## src/rtl/tsp_city_loader_if.sv

```systemverilog
// ---------------------------------------------------------------------------
// tsp_city_loader_if
// Byte-stream valid/ready handshake feeding the city loader.
//   in_valid : source has a byte on in_data
//   in_data  : 8-bit stream byte
//   in_ready : loader accepts in_data this cycle
// A byte transfers on a clock edge where in_valid and in_ready are both high.
// Modports: master = byte source, slave = loader.
// ---------------------------------------------------------------------------
interface tsp_city_loader_if;
  logic       in_valid;
  logic [7:0] in_data;
  logic       in_ready;

  modport master (output in_valid, output in_data, input in_ready);
  modport slave  (input in_valid, input in_data, output in_ready);
endinterface

```

## src/rtl/tsp_city_loader.sv

```systemverilog
// ---------------------------------------------------------------------------
// tsp_city_loader
// Parses a framed byte stream of city coordinates into two 64-entry arrays.
// Frame: HEADER, N, (x_0,y_0) .. (x_N-1,y_N-1), C  with C = XOR of N and
// every coordinate byte. A verified frame raises coords_valid and pulses
// load_done; a bad count or bad checksum pulses load_err.
//
// Ports
//   clk          : single clock, rising edge
//   rst          : synchronous, active-low reset
//   bus          : byte-stream handshake (slave side)
//   xs, ys       : city coordinates, index 0..63
//   city_count   : cities in the last verified frame (0..64)
//   coords_valid : xs/ys/city_count hold a verified frame
//   load_done    : one-cycle pulse on a verified frame
//   load_err     : one-cycle pulse on a rejected frame
//   busy         : a frame is in progress (state other than IDLE)
// ---------------------------------------------------------------------------
module tsp_city_loader #(
  parameter logic [7:0] HEADER     = 8'hA5,
  parameter int         MAX_CITIES = 64
) (
  input  logic               clk,
  input  logic               rst,
  tsp_city_loader_if.slave   bus,
  output logic [63:0][7:0]   xs,
  output logic [63:0][7:0]   ys,
  output logic [6:0]         city_count,
  output logic               coords_valid,
  output logic               load_done,
  output logic               load_err,
  output logic               busy
);

  typedef enum logic [2:0] {
    IDLE  = 3'd0,
    COUNT = 3'd1,
    XB    = 3'd2,
    YB    = 3'd3,
    CSUM  = 3'd4,
    FIN   = 3'd5
  } state_t;

  state_t     state;
  logic [5:0] idx;       // city currently being filled
  logic [6:0] n_cities;  // N of the frame in progress
  logic [7:0] csum;      // running XOR of N and coordinate bytes

  logic       fire;
  logic [7:0] din;

  assign fire = bus.in_valid && bus.in_ready;
  assign din  = bus.in_data;
  assign busy = (state != IDLE);

  // in_ready is a registered flag, set on each transition to reflect the
  // state being entered, so it never depends combinationally on in_valid.
  always_ff @(posedge clk) begin
    // NOTE: the coordinate arrays are real state visible on the ports and
    // must read zero after reset, so they are reset like any other register
    // rather than left as an unreset memory.
    if (!rst) begin
      state        <= IDLE;
      idx          <= '0;
      n_cities     <= '0;
      csum         <= '0;
      bus.in_ready <= 1'b0;
      xs           <= '0;
      ys           <= '0;
      city_count   <= '0;
      coords_valid <= 1'b0;
      load_done    <= 1'b0;
      load_err     <= 1'b0;
    end else begin
      // Pulses default low; in_ready defaults high (only FIN drops it).
      load_done    <= 1'b0;
      load_err     <= 1'b0;
      bus.in_ready <= 1'b1;

      case (state)
        IDLE: begin
          // Anything but the header is discarded while hunting for a frame.
          if (fire && din == HEADER) state <= COUNT;
        end

        COUNT: begin
          if (fire) begin
            if (din != 8'd0 && int'(din) <= MAX_CITIES) begin
              n_cities     <= din[6:0];
              idx          <= '0;
              csum         <= din;
              coords_valid <= 1'b0;
              xs           <= '0;
              ys           <= '0;
              state        <= XB;
            end else begin
              // Illegal count: previous frame's arrays stay untouched.
              load_err <= 1'b1;
              state    <= IDLE;
            end
          end
        end

        XB: begin
          if (fire) begin
            xs[idx] <= din;
            csum    <= csum ^ din;
            state   <= YB;
          end
        end

        YB: begin
          if (fire) begin
            ys[idx] <= din;
            csum    <= csum ^ din;
            if ({1'b0, idx} == n_cities - 7'd1) begin
              state <= CSUM;
            end else begin
              idx   <= idx + 6'd1;
              state <= XB;
            end
          end
        end

        CSUM: begin
          if (fire) begin
            if (din == csum) begin
              // load_done is high during the single FIN cycle, one cycle
              // after the checksum byte transfers.
              load_done    <= 1'b1;
              bus.in_ready <= 1'b0;
              state        <= FIN;
            end else begin
              // Bad frame: its partial entries remain, coords_valid stays 0.
              load_err <= 1'b1;
              state    <= IDLE;
            end
          end
        end

        FIN: begin
          coords_valid <= 1'b1;
          city_count   <= n_cities;
          state        <= IDLE;
        end

        default: state <= IDLE;
      endcase
    end
  end

endmodule

```

## src/flat_wrapper.sv

```systemverilog
// flat-port wrapper written by rule: the top's interface ports become plain ports
module tsp_city_loader_flat 
#(
  parameter logic [7:0] HEADER     = 8'hA5,
  parameter int         MAX_CITIES = 64
)
  (clk, rst, xs, ys, city_count, coords_valid, load_done, load_err, busy, bus_in_valid, bus_in_data, bus_in_ready);
  tsp_city_loader_if bus_i ();
  input  logic clk;
  input  logic rst;
  output logic [63:0][7:0] xs;
  output logic [63:0][7:0] ys;
  output logic [6:0] city_count;
  output logic coords_valid;
  output logic load_done;
  output logic load_err;
  output logic busy;
  input wire logic [$bits(bus_i.in_valid)-1:0] bus_in_valid;
  input wire logic [$bits(bus_i.in_data)-1:0] bus_in_data;
  output wire logic [$bits(bus_i.in_ready)-1:0] bus_in_ready;
  assign bus_i.in_valid = bus_in_valid;
  assign bus_i.in_data = bus_in_data;
  assign bus_in_ready = bus_i.in_ready;
  tsp_city_loader #(.HEADER(HEADER), .MAX_CITIES(MAX_CITIES)) u_core (.clk(clk), .rst(rst), .bus(bus_i), .xs(xs), .ys(ys), .city_count(city_count), .coords_valid(coords_valid), .load_done(load_done), .load_err(load_err), .busy(busy));
endmodule
```

## config.mk

```make
export PLATFORM = sky130hd
export DESIGN_NAME = tsp_city_loader_flat
export DESIGN_NICKNAME = d
export VERILOG_FILES = /design/src/rtl/tsp_city_loader_if.sv /design/src/rtl/tsp_city_loader.sv /design/src/flat_wrapper.sv
export SDC_FILE = /design/constraint.sdc
export NUM_CORES = 2
export LEC_CHECK = 0
export BUFFER_PORTS_ARGS = -buffer_cell sky130_fd_sc_hd__buf_2
export CAP_MARGIN = 25
export CORE_AREA = 2 2 407 409
export CTS_CLUSTER_DIAMETER = 60
export CTS_CLUSTER_SIZE = 25
export DETAILED_ROUTE_END_ITERATION = 10
export DIE_AREA = 0 0 409 411
export PLACE_DENSITY = 0.43
export RECOVER_POWER = 25
export SLEW_MARGIN = 20
export SYNTH_ARGS = -nofsm -noshare
export SYNTH_HDL_FRONTEND = slang
export SYNTH_SLANG_ARGS = --single-unit
export TNS_END_PERCENT = 20
```

## constraint.sdc

```tcl
create_clock -name clk -period 7.75 [get_ports clk]
set_clock_uncertainty 0.05 [all_clocks]
set_input_delay 0.775 -clock clk [delete_from_list [all_inputs] [get_ports clk]]
set_output_delay 0.775 -clock clk [all_outputs]
set_load 0.02 [all_outputs]
```

======== Word level (Yosys, flattened, before mapping) ========
Cells that the tools add are included.
storage, ports and cells
  memory bits (read-only) ................. 0
  bits in latches ......................... 0
  memories ................................ 0
  memory bits (writable) .................. 0
  bits in registers ....................... 1059
cells by class
  $add $sub $neg .......................... 2
  equal/unequal tests ..................... 16
  shift operators ......................... 0
  reductions and logical operators ........ 20
  mux-type cells .......................... 39
  multipliers ............................. 0
  div/mod/pow operators ................... 0
  bitwise logic cells ..................... 1
  order comparisons ....................... 3
operators by type and width
  operator             count
  $mux 512             4
  $pmux 512 s2         2
  $bwmux 512           2
  $demux 8 s6          1
  $mux 8               4
  $mux 6               4
  $mux 3               7
  $pmux 8 s2           1
  $pmux 3 s5           1
  $ne 2x1->1 const B   7
  $pmux 6 s2           1
  $reduce_and 4->1     3
  $reduce_and 5->1     2
  $mux 1               9
  $reduce_and 3->1     3
  $eq 8x8->1           1
  $eq 8x8->1 const B   1
  $le 8x7->1 const B   1
  $reduce_bool 2->1    4
  $reduce_bool 8->1    1
  $xor 8x8->8          1
  $eq 6x7->1           1
  $lt 6x7->1 const B   1
  $sub 7x1->7 const B  1
  12 further kinds     18

======== Longest topological paths before layout ========
  depth after elaboration ................. 7
  gate-level depth with buffers ........... 11
  gate-level depth less buffers ........... 8

======== Worst setup path after synthesis ========
No wires, ideal clock.
  path type ............................... input port to flip-flop
  start point ............................. input port bus_in_data[1]
  end point ............................... register u_core.xs[56] (netlist name)
  library setup time ...................... 0.144 ns
  setup slack ............................. 4.726 ns
  cell stages on the path ................. 9
  arrival time ............................ 2.830 ns
  cells stage by stage .................... clkbuf_1 > or3_1 > o21ai_1 > nand3_1 > or3b_1 > a211oi_2 > buf_2 > buf_2 > a311oi_1
between the ends
  cells in the longest elaborated chain, start to end .. 4
  elaborated cells on any way between the ends .. 5
  those cells by class .................... order compare: 1; eq/ne: 1; reduce/logical: 3
RTL lines
  what                                             RTL line                source
  from (decl)                                      flat_wrapper.sv:19      input wire logic [$bits(bus_i.in_data)-1:0] bus_in_data;
  $le 8x7->1 or $reduce_bool 8->1 (tied branches)  tsp_city_loader.sv:88   if (din != 8'd0 && int'(din) <= MAX_CITIES) begin
  $logic_and 1x1->1 *                              tsp_city_loader.sv:88
  $ne 2x1->1 (no line) *                           n/a
  $reduce_and 4->1 (no line) *                     n/a
  to (signal, indexed assignment)                  tsp_city_loader.sv:106  xs[idx] <= din;
  to (decl)                                        tsp_city_loader.sv:26   output logic [63:0][7:0] xs,
Every way passes the cells marked *; elsewhere a longest branch is shown, timed or not.
A chain may end at the register's enable or synchronous reset.

======== Final worst setup path ========
  start point ............................. register u_core.state[1]
  end point ............................... register u_core.xs[112] (netlist name)
between the ends
  cells in the longest elaborated chain, start to end .. 3
  elaborated cells on any way between the ends .. 8
  those cells by class .................... eq/ne: 5; mux: 1; reduce/logical: 2
RTL lines
  what                                                       RTL line               source
  from (decl)                                                tsp_city_loader.sv:44  state_t state;
  from (signal assigned)                                     tsp_city_loader.sv:63  state <= IDLE;
  from (signal assigned)                                     tsp_city_loader.sv:83  if (fire && din == HEADER) state <= COUNT;
  from (signal assigned)                                     tsp_city_loader.sv:95  state <= XB;
  $eq 3x2->1 or $eq 3x1->1 (tied branches)                   tsp_city_loader.sv:80  case (state)
  $ne 2x1->1 (no line) or $reduce_bool 2->1 (tied branches)  n/a
  $reduce_and 4->1 (no line)                                 n/a
Several ways; a longest one is shown, not always the timed one.

==> impl_metrics.yaml <==
clock_tree:
  post_cts_buffers: 0
  clk_pin_slew_worst_paths_ns: 0.07
  worstSkewPairLatency_ns: 0.75
  cts_tree: "built"
  post_cts_resized: 0
  clkSinkCount: 1059
  cts_buffers: 110
  htree_levels: 3
  clockBufferDepth: 3
  cts_root_buffer: "clkbuf_16"
  hold_buffers: 0
worst_setup_path:
  crit_path_start_kind: "flop"
  criticalPathCategory: "reg -> reg"
  slowest_stage: "buf_4"
  critPathCaptureType: "flop"
  r2r-start: "u_core.state[1]"
  worst-path-buf-inv: 1
  path_delay_family: "simple AND/OR/NAND/NOR gates"
  r2r_end: "u_core.xs[112]"
  regToRegSetupSlack_ns: 3.86
  worstPathMaxFanout: 72
  cp.required_ns: 8.35
  path_cells: "nand2b_1, nor3_1, and2_4, buf_4, a21oi_1, a311oi_1"
  startpoint: "u_core.state[1]"
  cp-endpoint: "u_core.xs[112]"
  slowest_delay_ns: 0.90
  cp_num_cells: 6
  worstRegToRegCells: 6
  worstPathArrival_ns: 4.49
finish:
  drive_above_1_share: 0.172
  area_growth_pct: 25.7
  nets: 5349
drt:
  routed_wl_mm: 205
  drc: 0
  drt_iter0_drc: 4310
  vias: 40300
  viasPerCell: 5.29
  routedWlPerCell_um: 26.9
  first_pass_iters: 6
  ant_nets: 0
logic_synthesis:
  syn_avg_cell_area_um2: 8.81
  async_flop_share: 0
  ys_types: 51
  synth_area_mm2: 0.0405
  postSynthCellCount: 4598
  synth_top_area_share: 0.524
  synth_area_leaders: "dfxtp_1, a311oi_1, a22oi_1"
  yosysWarnings: 0
  ys_ff_latch: 1059
  synth_edf_count: 0
  yosysSeqAreaShare: 0.524
  synth-main-ff-cell: "dfxtp_1"
  synth_nets: 4611
  synth_top_cell_by_area: "dfxtp_1"
sta:
  clock.fmax_mhz: 257
  relSlewSlack: -0.854
  setup_violations: 0
  fin_tns_setup_ns: 0
  rsz0062_at_grt: "no"
  fin_crit_sh: 0.502
  worst_pin_slew_ns: 2.78
  hold_viol: 0
  setup_slack_ns: 3.86
  slew_viol_final: 56
  fin_hold_ws_ns: 0.367
  fin_crit_ns: 3.89
hold_path:
  hold_class: "in -> reg"
global_routing:
  globalRouteOverflowTotal: 0
  grt_pass1_wl_mm: 284
  first_global_vias: 35900
  grt_max_degree: 171
  antenna_found_initial: 12
  grt_use_total: 0.228
pwr:
  netSwitchingFraction: 0.244
  p_seq_frac: 0.481
  p_per_area_mw_per_mm2: 222
  p_clk_frac: 0.508
  comb_power_share: 0.011
  p_int_uw: 8550
  ir_drop_mv: 0.204
  p_leak_uw: 0.0169
  p_switching_uw: 2760
outcome:
  status: "finished, violations left"
  violations: "capacitance limit, slew limit"
floorplan:
  dieHeight_um: 411
  core-area_mm2: 0.164
  floorplan.io_pins: 1047
  start_util: 0.247
  die_w_um: 409
  die_area_mm2: 0.168
  fp-row-count: 149
placed_design:
  hpwlAfterDp_mm: 132
  port_buffers: 1046
  gp_congestion: 0.792
  post-place-ws_ns: 3.45
run:
  drv_cap: 1
-- kinds of logic (layout without fill, tap and decap cells) --
logic type / Yosys count / after routing / share of synthesized area
AO/OA/AOI/OAI: 1718 / 1718 / 0.296
AND/OR/NAND/NOR: 1244 / 1244 / 0.121
flip-flops: 1059 / 1059 / 0.524
buffers and inverters: 551 / 1382 / 0.0528
multiplexers: 13 / 13 / 0.00321
XOR/XNOR: 11 / 11 / 0.00238
adder cells (fa/ha/maj): 2 / 2 / 0.000618
other: 0 / 4 / 0
-- metrics by stage --
stage	power (uW)	std cells	util	cell area (um^2)
CTS	11500	7616	0.314	51500
detailed placement	5690	7411	0.291	47600
floorplan	5650	4598	-	40500
finish	11300	7622	0.311	50900
global placement	5690	7409	0.290	47600
global route	11700	7618	0.311	50900
-- final cells by class --
cell class	count	area, um^2
inverter	11	48.8
antenna	4	10.0
sequential	1059	21200
clock inverter	73	922
fill	17600	113000
multi-input combinational	2988	17400
tap	2189	2740
clock buffer	132	2960
timing repair buffer	1166	5600
-- power groups by stage --
stage / sequential, uW / clock, uW / combinational, uW
global route: 5440 / 6090 / 134
CTS: 5440 / 5890 / 126
global placement: 5560 / 0 / 127
detailed placement: 5560 / 0 / 126
floorplan: 5560 / 0 / 85.2
finish: 5440 / 5740 / 127
-- layer usage --
metal  GRT usage  share of wire  up-vias
met4      0.0833          0.035        8
li1            -              -    18500
met5           0        0.00027        -
met2       0.355           0.45     1727
met3      0.0614          0.085      289
met1       0.302           0.43    19800
-- Yosys cell counts, types with 2 or more instances --
| cell | number |
|---|---|
| nand2b_1 | 7 |
| mux2i_1 | 13 |
| and2_1 | 9 |
| nor2_1 | 610 |
| inv_1 | 10 |
| o21ai_0 | 6 |
| clkbuf_1 | 469 |
| a22oi_1 | 513 |
| nor4_1 | 5 |
| a211oi_1 | 2 |
| o2111ai_1 | 2 |
| xor2_1 | 3 |
| o21ai_1 | 65 |
| or4_1 | 4 |
| nand2_1 | 543 |
| ha_1 | 2 |
| a211o_1 | 3 |
| a21oi_1 | 523 |
| xnor2_1 | 8 |
| nor2b_1 | 9 |
| o211ai_1 | 4 |
| nand4_1 | 8 |
| or2_2 | 4 |
| o22ai_1 | 71 |
| buf_1 | 14 |
| nand3_1 | 10 |
| nor3b_1 | 2 |
| a311oi_1 | 512 |
| nor3_1 | 6 |
| a31oi_1 | 5 |
| or3_1 | 10 |
| dfxtp_1 | 1059 |
| nand3b_1 | 2 |
| buf_2 | 57 |
| and3_1 | 7 |
| a31o_2 | 6 |
-- flip-flops by register name, summed over array words and instances, names as in the netlist --
signal,count
u_core.csum,8
u_core.idx,6
u_core.n_cities,7
u_core.city_count,7
u_core.bus.in_ready,1
u_core.coords_valid,1
u_core.ys,512
u_core.load_done,1
u_core.load_err,1
u_core.state,3
u_core.xs,512
-- cells in the final DEF, fill, tap and decap left out, types with 10 or more instances in the layout --
cell type and n:
dfxtp_1 1059, nor2_1 565, nand2_1 539, buf_2 535, a21oi_1 523, clkbuf_1 523, a22oi_1 513, a311oi_1 512
clkbuf_16 111, buf_4 110, o22ai_1 70, o21ai_1 62, nor2_2 37, inv_6 17, mux2i_1 13, clkinvlp_4 13
clkinv_8 11, clkinv_4 11, inv_1 10, clkbuf_8 10
-- worst min path at each step --
stage | from | depth (start not counted) | slack [ns] | end
2_1_floorplan | u_core.csum[3] | 2 | 0.46 | u_core.csum[3]
3_3_place_gp | u_core.city_count[1] | 2 | 0.41 | u_core.city_count[1]
3_5_place_dp | u_core.ys[482] | 2 | 0.43 | u_core.ys[482]
4_1_cts | bus_in_data[5] | 3 | 0.27 | u_core.n_cities[5]
5_1_grt | bus_in_data[0] | 2 | 0.33 | u_core.csum[0]
6_report | bus_in_data[0] | 2 | 0.37 | u_core.csum[0]
Power figures use the tool's default switching activity.
